File: src/rtl/imem_dump.sv
// Instruction-memory read-back: walks a word range and emits each word as a
// 7-byte loader-compatible frame on port B, one byte per valid/ack handshake.
module imem_dump #(
  parameter int ADR_W      = 10,
  parameter int DATA_W     = 40,
  parameter int RD_LATENCY = 1
) (
  input  logic              clk,
  input  logic              reset,
  input  logic              start,
  input  logic [ADR_W-1:0]  start_adr,
  input  logic [ADR_W:0]    word_count,
  output logic              imem_read_en,
  output logic [ADR_W-1:0]  imem_read_adr,
  input  logic [DATA_W-1:0] imem_read_data,
  output logic [7:0]        byte_out,
  output logic              byte_valid,
  input  logic              byte_ack,
  output logic              port_b_oe,
  output logic              busy,
  output logic              done
);

  localparam int FRAME_W = 16 + DATA_W;
  localparam int NBYTES  = FRAME_W / 8;
  localparam int IDX_W   = $clog2(NBYTES);

  typedef enum logic [2:0] {
    S_IDLE,
    S_READ,
    S_WAIT,
    S_SEND,
    S_FIN
  } state_t;

  state_t               state_q, state_d;
  logic                 go_q, go_d;
  logic [ADR_W-1:0]     adr_q, adr_d;
  logic [ADR_W:0]       remaining_q, remaining_d;
  logic [1:0]           wait_cnt_q, wait_cnt_d;
  logic [IDX_W-1:0]     byte_idx_q, byte_idx_d;
  logic [FRAME_W-1:0]   frame_q, frame_d;
  logic [15:0]          adr_field;

  assign adr_field = 16'(adr_q);

  always_ff @(posedge clk or posedge reset) begin
    if (reset) begin
      state_q     <= S_IDLE;
      go_q        <= 1'b0;
      adr_q       <= '0;
      remaining_q <= '0;
      wait_cnt_q  <= '0;
      byte_idx_q  <= '0;
      frame_q     <= '0;
    end else begin
      state_q     <= state_d;
      go_q        <= go_d;
      adr_q       <= adr_d;
      remaining_q <= remaining_d;
      wait_cnt_q  <= wait_cnt_d;
      byte_idx_q  <= byte_idx_d;
      frame_q     <= frame_d;
    end
  end

  always_comb begin
    state_d      = state_q;
    go_d         = go_q;
    adr_d        = adr_q;
    remaining_d  = remaining_q;
    wait_cnt_d   = wait_cnt_q;
    byte_idx_d   = byte_idx_q;
    frame_d      = frame_q;
    imem_read_en = 1'b0;
    byte_valid   = 1'b0;
    done         = 1'b0;

    case (state_q)
      S_IDLE: begin
        // go_q holds the accepted request for one cycle so busy rises before the FSM moves
        if (go_q) begin
          go_d    = 1'b0;
          state_d = (remaining_q == '0) ? S_FIN : S_READ;
        end else if (start) begin
          go_d        = 1'b1;
          adr_d       = start_adr;
          remaining_d = word_count;
        end
      end
      S_READ: begin
        imem_read_en = 1'b1;
        wait_cnt_d   = '0;
        state_d      = S_WAIT;
      end
      S_WAIT: begin
        if (wait_cnt_q == 2'(RD_LATENCY - 1)) begin
          frame_d    = {adr_field, imem_read_data};
          byte_idx_d = '0;
          state_d    = S_SEND;
        end else begin
          wait_cnt_d = wait_cnt_q + 2'd1;
        end
      end
      S_SEND: begin
        byte_valid = 1'b1;
        if (byte_ack) begin
          // frame shifts left so the byte on the wire is always the top byte
          frame_d = frame_q << 8;
          if (byte_idx_q == IDX_W'(NBYTES - 1)) begin
            remaining_d = remaining_q - (ADR_W + 1)'(1);
            adr_d       = adr_q + ADR_W'(1);
            state_d     = (remaining_q == (ADR_W + 1)'(1)) ? S_FIN : S_READ;
          end else begin
            byte_idx_d = byte_idx_q + IDX_W'(1);
          end
        end
      end
      S_FIN: begin
        done    = 1'b1;
        state_d = S_IDLE;
      end
      default: state_d = S_IDLE;
    endcase
  end

  assign busy          = (state_q != S_IDLE) || go_q;
  assign port_b_oe     = busy;
  assign imem_read_adr = imem_read_en ? adr_q : '0;
  assign byte_out      = byte_valid ? frame_q[FRAME_W-1 -: 8] : 8'h00;

endmodule

File: config.mk
export PLATFORM = sky130hd
export DESIGN_NAME = imem_dump
export DESIGN_NICKNAME = d
export VERILOG_FILES = /design/src/rtl/imem_dump.sv
export SDC_FILE = /design/constraint.sdc
export NUM_CORES = 1
export LEC_CHECK = 0
export ABC_AREA = 0
export BUFFER_PORTS_ARGS = -buffer_cell sky130_fd_sc_hd__buf_2
export CAP_MARGIN = 15
export CELL_PAD_IN_SITES_DETAIL_PLACEMENT = 2
export CELL_PAD_IN_SITES_GLOBAL_PLACEMENT = 2
export CORE_UTILIZATION = 36
export DETAILED_ROUTE_END_ITERATION = 10
export GPL_TIMING_DRIVEN = 0
export PLACE_DENSITY = 0.85
export SLEW_MARGIN = 25
export SYNTH_ARGS = -nofsm -noshare
export SYNTH_HDL_FRONTEND = slang
export SYNTH_SLANG_ARGS = --single-unit
export TNS_END_PERCENT = 1
File: constraint.sdc
create_clock -name clk -period 3.85 [get_ports clk]
set_clock_uncertainty 0.05 [all_clocks]
set_input_delay 0.385 -clock clk [delete_from_list [all_inputs] [get_ports clk]]
set_output_delay 0.385 -clock clk [all_outputs]
set_load 0.005 [all_outputs]
# ---- Word-level counts from Yosys, hierarchy flattened
# Cells that the tools add are included.
dict set report totals {
  wordCells 71
  regBits 86
  in_bits 65
}
dict set report classes {
  n_reduce_logical 13
  add_sub_neg 4
  n_eq_ne 14
  muxes 33
}
# operator count
set ops {}
lappend ops {{56-bit two-way mux} 2}
lappend ops {{56-bit case mux with 2 select lines} 1}
lappend ops {{10-bit two-way mux} 5}
lappend ops {{11-bit two-way mux} 4}
lappend ops {{3-bit two-way mux} 9}
lappend ops {{11-bit case mux with 2 select lines} 1}
lappend ops {{10-bit case mux with 2 select lines} 1}
lappend ops {{2-bit inequality test (second input constant)} 8}
lappend ops {{3-bit case mux with 4 select lines} 1}
lappend ops {{11-bit by 1-bit == test with 1-bit output (second input constant)} 1}
lappend ops {{11-bit zero test} 1}
lappend ops {{11-bit by 1-bit subtractor with 11-bit output (second input constant)} 1}
lappend ops {{10-bit by 1-bit adder with 10-bit output (second input constant)} 1}
lappend ops {{8-bit two-way mux} 1}
lappend ops {{4-bit AND reduction} 2}
lappend ops {{3-bit by 2-bit == test with 1-bit output (second input constant)} 2}
lappend ops {{3-bit == test (second input constant)} 2}
lappend ops {{3-bit case mux with 2 select lines} 1}
lappend ops {{2-bit nonzero test} 3}
lappend ops {{1-bit two-way mux} 5}
lappend ops {{5-bit AND reduction} 1}
lappend ops {{2-bit case mux with 2 select lines} 1}
lappend ops {{3-bit by 1-bit adder with 3-bit output (second input constant)} 1}
lappend ops {{3-bit by 1-bit == test with 1-bit output (second input constant)} 1}
lappend ops {{8 further kinds} 8}

# ---- Logic depth before layout (Yosys ltp)
# Gate-level depths: netlist of run 1.
dict set report depth {
  word_depth 5
  mapped_depth 8
  depth_no_buf 6
}

# ---- Least setup slack after synthesis of run 1
# OpenSTA, ideal clock, no wires.
dict set report synth_path {
  path_type {flip-flop to flip-flop}
  from {reg remaining_q[0]}
  to {reg remaining_q[10]}
  required_time_ns 3.679
  slack_ns 2.023
  stages_incl_launch_ff 7
  t_arrival_ns 1.656
  synth_period_minus_slack_ns 1.827
  path_cell_list {dfrtp_1 -> inv_1 -> ha_1 -> nor3b_1 -> and2_1 -> a41oi_1 -> o22a_1}
}
dict set report synth_via {
  elab_chain_len 4
}
# item line
set synth_lines {}
lappend synth_lines {{start, declared} 39} ;# logic [ADR_W:0] remaining_q, remaining_d;
lappend synth_lines {{start signal, assigned} 60} ;# remaining_q <= remaining_d;
lappend synth_lines {{11-bit by 1-bit subtractor with 11-bit output} 111} ;# remaining_d = remaining_q - (ADR_W + 1)'(1);
lappend synth_lines {{11-bit two-way mux} 110} ;# if (byte_idx_q == IDX_W'(NBYTES - 1)) begin
lappend synth_lines {{11-bit two-way mux} 107} ;# if (byte_ack) begin
lappend synth_lines {{11-bit case mux with 2 select lines} 79} ;# case (state_q)
# Every way passes these cells. The select of a mux whose other input is x is not followed.
# A chain may end at the register's enable or synchronous reset.

# ---- Worst setup path in the final report of run 1
dict set report layout_path {
  from {reg state_q[0]}
  to {out byte_out[7]}
}
dict set report layout_via {
  elab_chain_len 3
}
# item line
set layout_lines {}
lappend layout_lines {{start, declared} 36} ;# state_t state_q, state_d;
lappend layout_lines {{start signal, assigned} 57} ;# state_q <= state_d;
lappend layout_lines {{3-bit by 2-bit == test with 1-bit output} 79}
lappend layout_lines {{1-bit two-way mux} 79}
lappend layout_lines {{8-bit two-way mux} 130} ;# assign byte_out = byte_valid ? frame_q[FRAME_W-1 -: 8] : 8'h00;
lappend layout_lines {{end, declared} 16} ;# output logic [7:0] byte_out,
# Every way passes these cells.

==> results.toml, run 1 <==
[run_status]
outcome = "finished, final reports clean"

[cells_and_area]
postLayoutCoreUtil = 0.450
antenna_cells = 0
fin_nets = 636
final_layout_size_suffix_gt1_frac = 0.231
finish.instance_area_um2 = 5380
area_growth_pct = 21.9
final_cells = 715

[setup_path]
end_kind = "output pin"
crit_path_max_incr_delay_ps = 380
rrSetupSlack_ps = 1530
cp_max_fo = 10
worst-r2r-cell-count = 6
r2r_start = "remaining_q[0]"
cp_num_buf_inv = 4
critical-path-top-delay-family = "buffers and inverters"
cp.arrival_ps = 2250
required_ps = 3410
cp-start-kind = "register"
worst_path_max_delay_cell = "clkbuf_1"
timing.critical_path.mode_cell = "clkbuf_1"
reg2reg_to = "remaining_q[10]"
worstSetupPathType = "register to output pin"
cp_cell_sequence = "clkbuf_1 -> nand3b_2 -> inv_2 -> clkbuf_1 -> and2_1 -> buf_2"

[drt]
detail_route.iter0.violations = 104
drc = 0
wire_per_inst_um = 19.8
ant_nets = 0
wirelength_um = 14200
drtPass1Iterations = 4
num_vias = 3965
routed_via_density = 5.55

[sta]
max_freq_ghz = 0.373
fin_crit_sh = 0.697
period_minus_slack_ps = 2680
tightest_slew_ps = 902
slew_headroom = 0.398
setup_viol = 0
maxSlewViolCount = 0
rsz0062_at_grt = "false"
finalHoldViolCount = 0
fin_tns_setup_ps = 0

[hold_path]
hold_depth = 2
hold_end = "frame_q[4]"
worstHoldStart = "imem_read_data[4]"
hp-class = "input port to register"

[floorplanning]
num_rows = 40
initial_core_util = 0.369
dieHeight_um = 113
core-area_um2 = 12000
die_w_um = 113
dieArea_um2 = 12700
io_pins = 88

[run]
cap_violations = 0

[clock_network]
insertion_delay_ps = 350
numCtsBuffers = 9
cts.sinks = 86
clk_path_buf_depth = 2
htreeDepth = 3
cts_tree = "yes"
post_cts_resized = 0
postCtsSetupBuffers = 0
path_clk_slew_ps = 60
cts_hold_buf = 1
cts_root_buf = "clkbuf_16"

[grt]
grt_max_degree = 52
grt_pass1_wl_um = 23900
grt.total_usage = 0.244
grt_pass1_vias = 4515
antenna_found_initial = 1
grt_overflow = 0

[logic_synthesis]
synth.net_count = 536
synth.area.top_cells = "dfrtp_1 49%, mux2i_1 10%, o21ai_0 7.5%"
synthTopCellsByCount = "86 x dfrtp_1, 73 x nand2_1, 66 x o21ai_0"
postSynthCellCount = 465
yosysSeqAreaShare = 0.488
synth-seq-cells = 86
ys.flop_type = "dfrtp_1"
async_reset_ff_frac = 1.00
synth_most_common_cell = "dfrtp_1"
yosysTopAreaCell = "dfrtp_1"
synth_area_per_cell_um2 = 9.49
synth_area_um2 = 4410
synthDistinctLibCells = 48
synth_edf_count = 0
ys_warn_count = 0
synth_top_area_share = 0.488

[power]
p_total_w = 0.00396
max-vdd-ir-drop_uv = 230
leakage_nw = 2.66
pwr_density_cell_nw_per_um2 = 736

[place]
hpwlAfterDp_um = 10400
gp_congestion = 0.810
place_area_um2 = 5070
dp_cells = 700
numPortBuffers = 87
==> cell usage in the layout (no fill, tap or decap), types with 7 or more instances in the layout <==
| cell | count |
|---|---|
| buf_2 | 103 |
| dfrtp_1 | 86 |
| nand2_1 | 73 |
| o21ai_0 | 66 |
| mux2i_1 | 44 |
| and2_1 | 19 |
| a21oi_1 | 18 |
| clkbuf_1 | 16 |
| nor2_1 | 16 |
| a22o_1 | 9 |
| inv_1 | 9 |
| clkbuf_16 | 9 |
| nand3_1 | 8 |
| a22oi_1 | 7 |
| o22ai_1 | 7 |
==> per-stage QoR <==
stage | worst slack [ps] | hold slack (ps)
after floorplan | 1190 | 392
after global placement | 9.50 | 407
after detailed placement | 1490 | 362
after CTS | 1120 | 199
after global routing | 985 | 215
final | 1170 | 209
==> routing by layer <==
layer	GRT usage	vias to the layer above	wire length, µm
li1	-	1844	-
met1	0.288	2008	6030
met2	0.437	92	7290
met3	0.0595	19	638
met4	0.0747	2	206
met5	0	-	13
==> flip-flops by register name (all words and copies together), names as in the netlist <==
| name | count |
|---|---|
| adr_q | 10 |
| byte_idx_q | 3 |
| frame_q | 56 |
| go_q | 1 |
| remaining_q | 11 |
| state_q | 3 |
| wait_cnt_q | 2 |
==> where the power goes <==
part / internal, W / switching [W] / total (W) / leakage [nW]
combinational: 0.000615 / 0.000925 / 0.00154 / 1.37
sequential: 0.00122 / 0.000271 / 0.00149 / 1.13
clock: 0.000562 / 0.000367 / 0.000929 / 0.148
total: 0.00239 / 0.00156 / 0.00396 / 2.66
==> layout make-up <==
type / instances / area [µm²]
Timing Repair Buffer: 89 / 473
Clock buffer: 10 / 229
Multi-Input combinational cell: 332 / 2040
Sequential cell: 86 / 2150
Inverter: 11 / 46.3
Tap cell: 147 / 184
Fill cell: 1325 / 6580
Clock inverter: 4 / 73.8
Buffer: 36 / 178
==> how the worst max path moves through the flow <==
| stage | cells after the start | start | to | slack (ps) |
|---|---|---|---|---|
| 2_1_floorplan | 1 | reset | adr_q[0] | 1190 |
| 3_3_place_gp | 2 | reset | remaining_q[6] | 9 |
| 3_5_place_dp | 6 | remaining_q[0] | remaining_q[10] | 1490 |
| 4_1_cts | 6 | state_q[0] | byte_out[7] | 1120 |
| 5_1_grt | 6 | state_q[0] | byte_out[7] | 980 |
| 6_report | 6 | state_q[0] | byte_out[7] | 1170 |
==> kinds of logic after synthesis <==
logic type / Yosys count / share of synthesized area
AND/OR/NAND/NOR: 146 / 0.161
AO/OA/AOI/OAI: 136 / 0.185
adder cells (fa/ha/maj): 6 / 0.0170
flip-flops: 86 / 0.488
multiplexers: 44 / 0.0998
buffers and inverters: 47 / 0.0496
Note: power is estimated with default switching activity, not from simulation.
==> run 2: changes to the inputs <==
- CORE_UTILIZATION: 36 -> 30
- PLACE_DENSITY: 0.85 -> 0.76
- clock period: 3.85 -> 2.4 ns (I/O delays scaled with it)
==> results.toml, run 2 (same netlist as run 1, synthesis figures left out) <==
[run_status]
outcome = "finished, final reports clean"

[sta]
fin_crit_sh = 0.983
tightest_slew_ps = 764
finalHoldViolCount = 0
rsz0062_at_grt = "false"
holdWs_ps = 62.9
period_minus_slack_ps = 2360
slew_headroom = 0.486
maxSlewViolCount = 0
fin_tns_setup_ps = 0
max_freq_ghz = 0.424
setup_viol = 0

[grt]
antenna_found_initial = 1
grt_pass1_vias = 4397
grt_overflow = 0
grt_pass1_wl_um = 23800
grt_max_degree = 29
grt.total_usage = 0.212

[place]
hpwlAfterDp_um = 11200
gp_congestion = 0.808
dp_cells = 735
numPortBuffers = 87

[clock_network]
clk_path_buf_depth = 2
numCtsBuffers = 9
htreeDepth = 3
postCtsSetupBuffers = 0
cts.sinks = 86
cts_root_buf = "clkbuf_16"
insertion_delay_ps = 350
cts_tree = "yes"
path_clk_slew_ps = 60

[drt]
detail_route.iter0.violations = 204
wire_per_inst_um = 19.7
drtPass1Iterations = 4
routed_via_density = 5.28
num_vias = 3968
ant_nets = 0
drc = 0
wirelength_um = 14800

[floorplanning]
num_rows = 43
dieArea_um2 = 15200
io_pins = 88
die_w_um = 123
core-area_um2 = 14100
initial_core_util = 0.313
dieHeight_um = 123

[setup_path]
cp-start-kind = "register"
reg2reg_to = "remaining_q[1]"
cp.arrival_ps = 2070
required_ps = 2110
end_kind = "output pin"
worst-r2r-cell-count = 6
cp_max_fo = 10
r2r_start = "state_q[1]"
rrSetupSlack_ps = 160
worstSetupPathType = "register to output pin"

[hold_path]
hold_end = "frame_q[4]"
worstHoldStart = "imem_read_data[4]"
hp-class = "input port to register"
hold_depth = 2

[power]
max-vdd-ir-drop_uv = 348
p_seq_frac = 0.374
power_frac_comb = 0.391
p_int_w = 0.00385
power_switching_w = 0.00257
pwr_density_cell_nw_per_um2 = 1170
leakage_nw = 2.69
pwr-share-clk = 0.234
swShare = 0.400

[cells_and_area]
final_cell_mix = "103 x buf_2, 86 x dfrtp_1, 73 x nand2_1"
final_layout_size_suffix_gt1_frac = 0.243
final_cells = 751
largest_reg_flops = 56
antenna_cells = 0
area_growth_pct = 24.4
final_common_cell = "buf_2"
fin_nets = 637
top_register = "frame_q"
reg.largest.list = "frame_q (56), remaining_q (11), adr_q (10)"

[run]
cap_violations = 0
==> run 2: cell types whose count changed in the layout (fill, tap and decap cells not counted), sizes merged <==
cell	previous run	this run
buf	109	111
bufinv	2	1
clkbuf	25	26
clkinvlp	0	1
==> run 2: final cells by class <==
| cell class | instances | area [µm²] |
|---|---|---|
| fill | 1568 | 8600 |
| sequential | 86 | 2150 |
| multi-input combinational | 332 | 2060 |
| timing repair buffer | 91 | 513 |
| clock buffer | 12 | 267 |
| tap | 180 | 225 |
| buffer | 35 | 175 |
| clock inverter | 4 | 52.6 |
| inverter | 11 | 45.0 |
==> run 2: how the worst max path moves through the flow <==
stage	startpoint	endpoint	slack (ps)
after floorplan	remaining_q[0]	remaining_q[10]	570
after global placement	remaining_q[0]	remaining_q[10]	120
after detailed placement	remaining_q[0]	remaining_q[10]	50
after CTS	remaining_q[0]	remaining_q[10]	20
after global routing	state_q[1]	imem_read_adr[5]	5
final	state_q[1]	imem_read_adr[1]	40
==> run 2: layer usage <==
| layer | share of wire | wire length [µm] | track usage |
|---|---|---|---|
| met1 | 0.44 | 6520 | 0.267 |
| met2 | 0.51 | 7470 | 0.371 |
| met5 | 0.00088 | 13 | 0 |
| met3 | 0.041 | 602 | 0.0332 |
| met4 | 0.013 | 187 | 0.0663 |
==> run 2: power by group through the flow <==
stage	logic, W	registers [W]	clock network (W)
final	0.00251	0.00240	0.00151
after global routing	0.00280	0.00248	0.00159
after CTS	0.00254	0.00240	0.00155
after detailed placement	0.00250	0.00242	0
after global placement	0.00233	0.00237	0
after floorplan	0.00173	0.00224	0
==> run 2: worst max-delay path: stages (launching register included) <==
cell	delay, ps
dfrtp_1	400
buf_2	200
inv_1	150
and3_1	240
clkbuf_1	380
and2_1	230
buf_2	130
==> run 2: repair_timing <==
item | in CTS | in global routing
endpoints found under the setup margin | 9 | 8
gates resized for setup | 1 | 3
hold buffers | 1 | 0
cloned | 0 | 0
endpoints found under the hold margin | 11 | 0
pin swaps | 0 | 0
==> run 2: through the flow <==
stage	cell area, µm²	utilization	worst slack, ps	power, W
6_report	5490	0.390	41.1	0.00642
5_1_grt	5490	0.390	5.32	0.00687
4_1_cts	5470	0.388	16.3	0.00648
3_5_place_dp	5150	0.365	53.9	0.00492
3_3_place_gp	5080	0.360	116	0.00470
2_1_floorplan	4420	-	573	0.00397
==> run 3: changes to the inputs <==
- SETUP_SLACK_MARGIN: not set -> 0.3
==> results.toml, run 3 (same netlist as run 1, synthesis figures left out) <==
[sta]
tightest_slew_ps = 607
max_freq_ghz = 0.453
maxSlewViolCount = 0
fin_crit_sh = 0.920
setup_viol = 0
period_minus_slack_ps = 2210
holdWs_ps = 59.8
slew_headroom = 0.595
finalHoldViolCount = 0
fin_tns_setup_ps = 0
fin_ws_ps = 192
rsz0062_at_grt = "true"

[setup_path]
cp_max_fo = 10
cp-start-kind = "register"
end_kind = "output pin"
worstSetupPathType = "register to output pin"
required_ps = 2110
cp.arrival_ps = 1920

[clock_network]
path_clk_slew_ps = 60
htreeDepth = 3
clk_path_buf_depth = 2
cts_tree = "yes"
cts_root_buf = "clkbuf_16"
insertion_delay_ps = 350
cts.sinks = 86
postCtsSetupBuffers = 0
numCtsBuffers = 9

[grt]
grt_overflow = 0
grt_pass1_vias = 4402
grt_pass1_wl_um = 23800
antenna_found_initial = 1
grt_max_degree = 29
grt.total_usage = 0.212

[hold_path]
hp-class = "input port to register"

[cells_and_area]
final_layout_size_suffix_gt1_frac = 0.248
reg.largest.list = "frame_q (56), remaining_q (11), adr_q (10)"
final_common_cell = "buf_2"
top_register = "frame_q"
postLayoutCoreUtil = 0.391
fin_nets = 638
largest_reg_flops = 56
finish.instance_area_um2 = 5520
final_cell_mix = "102 x buf_2, 86 x dfrtp_1, 73 x nand2_1"
antenna_cells = 0
area_growth_pct = 25.0

[drt]
drc = 0
num_vias = 3981
detail_route.iter0.violations = 182
drtPass1Iterations = 4
ant_nets = 0
routed_via_density = 5.29
wirelength_um = 14900
wire_per_inst_um = 19.8

[place]
place_area_um2 = 5150
numPortBuffers = 87
gp_congestion = 0.808
pre_cts_slack_ps = 53.9
hpwlAfterDp_um = 11200

[power]
pwr_density_cell_nw_per_um2 = 1170
leakage_nw = 2.69
max-vdd-ir-drop_uv = 349

[floorplanning]
dieHeight_um = 123
core-area_um2 = 14100
initial_core_util = 0.313
io_pins = 88
die_w_um = 123
num_rows = 43
dieArea_um2 = 15200

[run]
cap_violations = 0

[run_status]
outcome = "finished, final reports clean"
run 3: routing by layer:
layer	GRT usage	routed length (µm)	up-vias
met2	0.371	7570	86
li1	-	-	1848
met1	0.267	6490	2030
met3	0.0332	603	15
met4	0.0663	179	2
met5	0	13	-
run 3: final cells by class:
| cell class | count | area, µm² |
|---|---|---|
| clock inverters | 4 | 52.6 |
| multi-input cells | 332 | 2080 |
| inverters | 11 | 45.0 |
| repair buffers | 91 | 513 |
| well taps | 180 | 225 |
| flip-flops and latches | 86 | 2150 |
| plain buffers | 36 | 184 |
| clock buffers | 12 | 267 |
| fillers | 1561 | 8580 |
run 3: metrics by stage:
step,total power (W),instances
after global placement,0.00470,732
final,0.00645,752
after CTS,0.00649,752
after detailed placement,0.00492,735
after floorplan,0.00397,465
after global routing,0.00690,752
run 3: timing repair:
action	4_1_cts	5_1_grt
endpoints found under the setup margin	95	103
endpoints found under the hold margin	11	0
hold buffers	1	0
resized for setup	3	7
run 3: power breakdown:
part	switching [W]	leakage, nW	internal (W)	total, W
clock network	0.000610	0.159	0.000896	0.00151
logic	0.00152	1.40	0.00101	0.00254
registers	0.000450	1.13	0.00195	0.00240
total	0.00259	2.69	0.00386	0.00645
run 3: worst paths after layout:
kind                               end               from  cells past startpoint  slack [ps]
max in group asynchronous   state_q[1]              reset                      5        1270
hold / removal              frame_q[4]  imem_read_data[4]                      2          60
setup / recovery           byte_out[6]         state_q[2]                      6         190
setup reg to reg           frame_q[10]         state_q[2]                      8         280
hold reg to reg            frame_q[54]        frame_q[54]                      2         440
min in group asynchronous  frame_q[10]              reset                      3         360
run 3: critical path, cell delays in order, from the launching register on:
cell and delay (ps):
dfrtp_1 350, buf_2 190, nand3b_4 260, inv_2 150
clkbuf_2 260, and2_1 220, buf_2 140
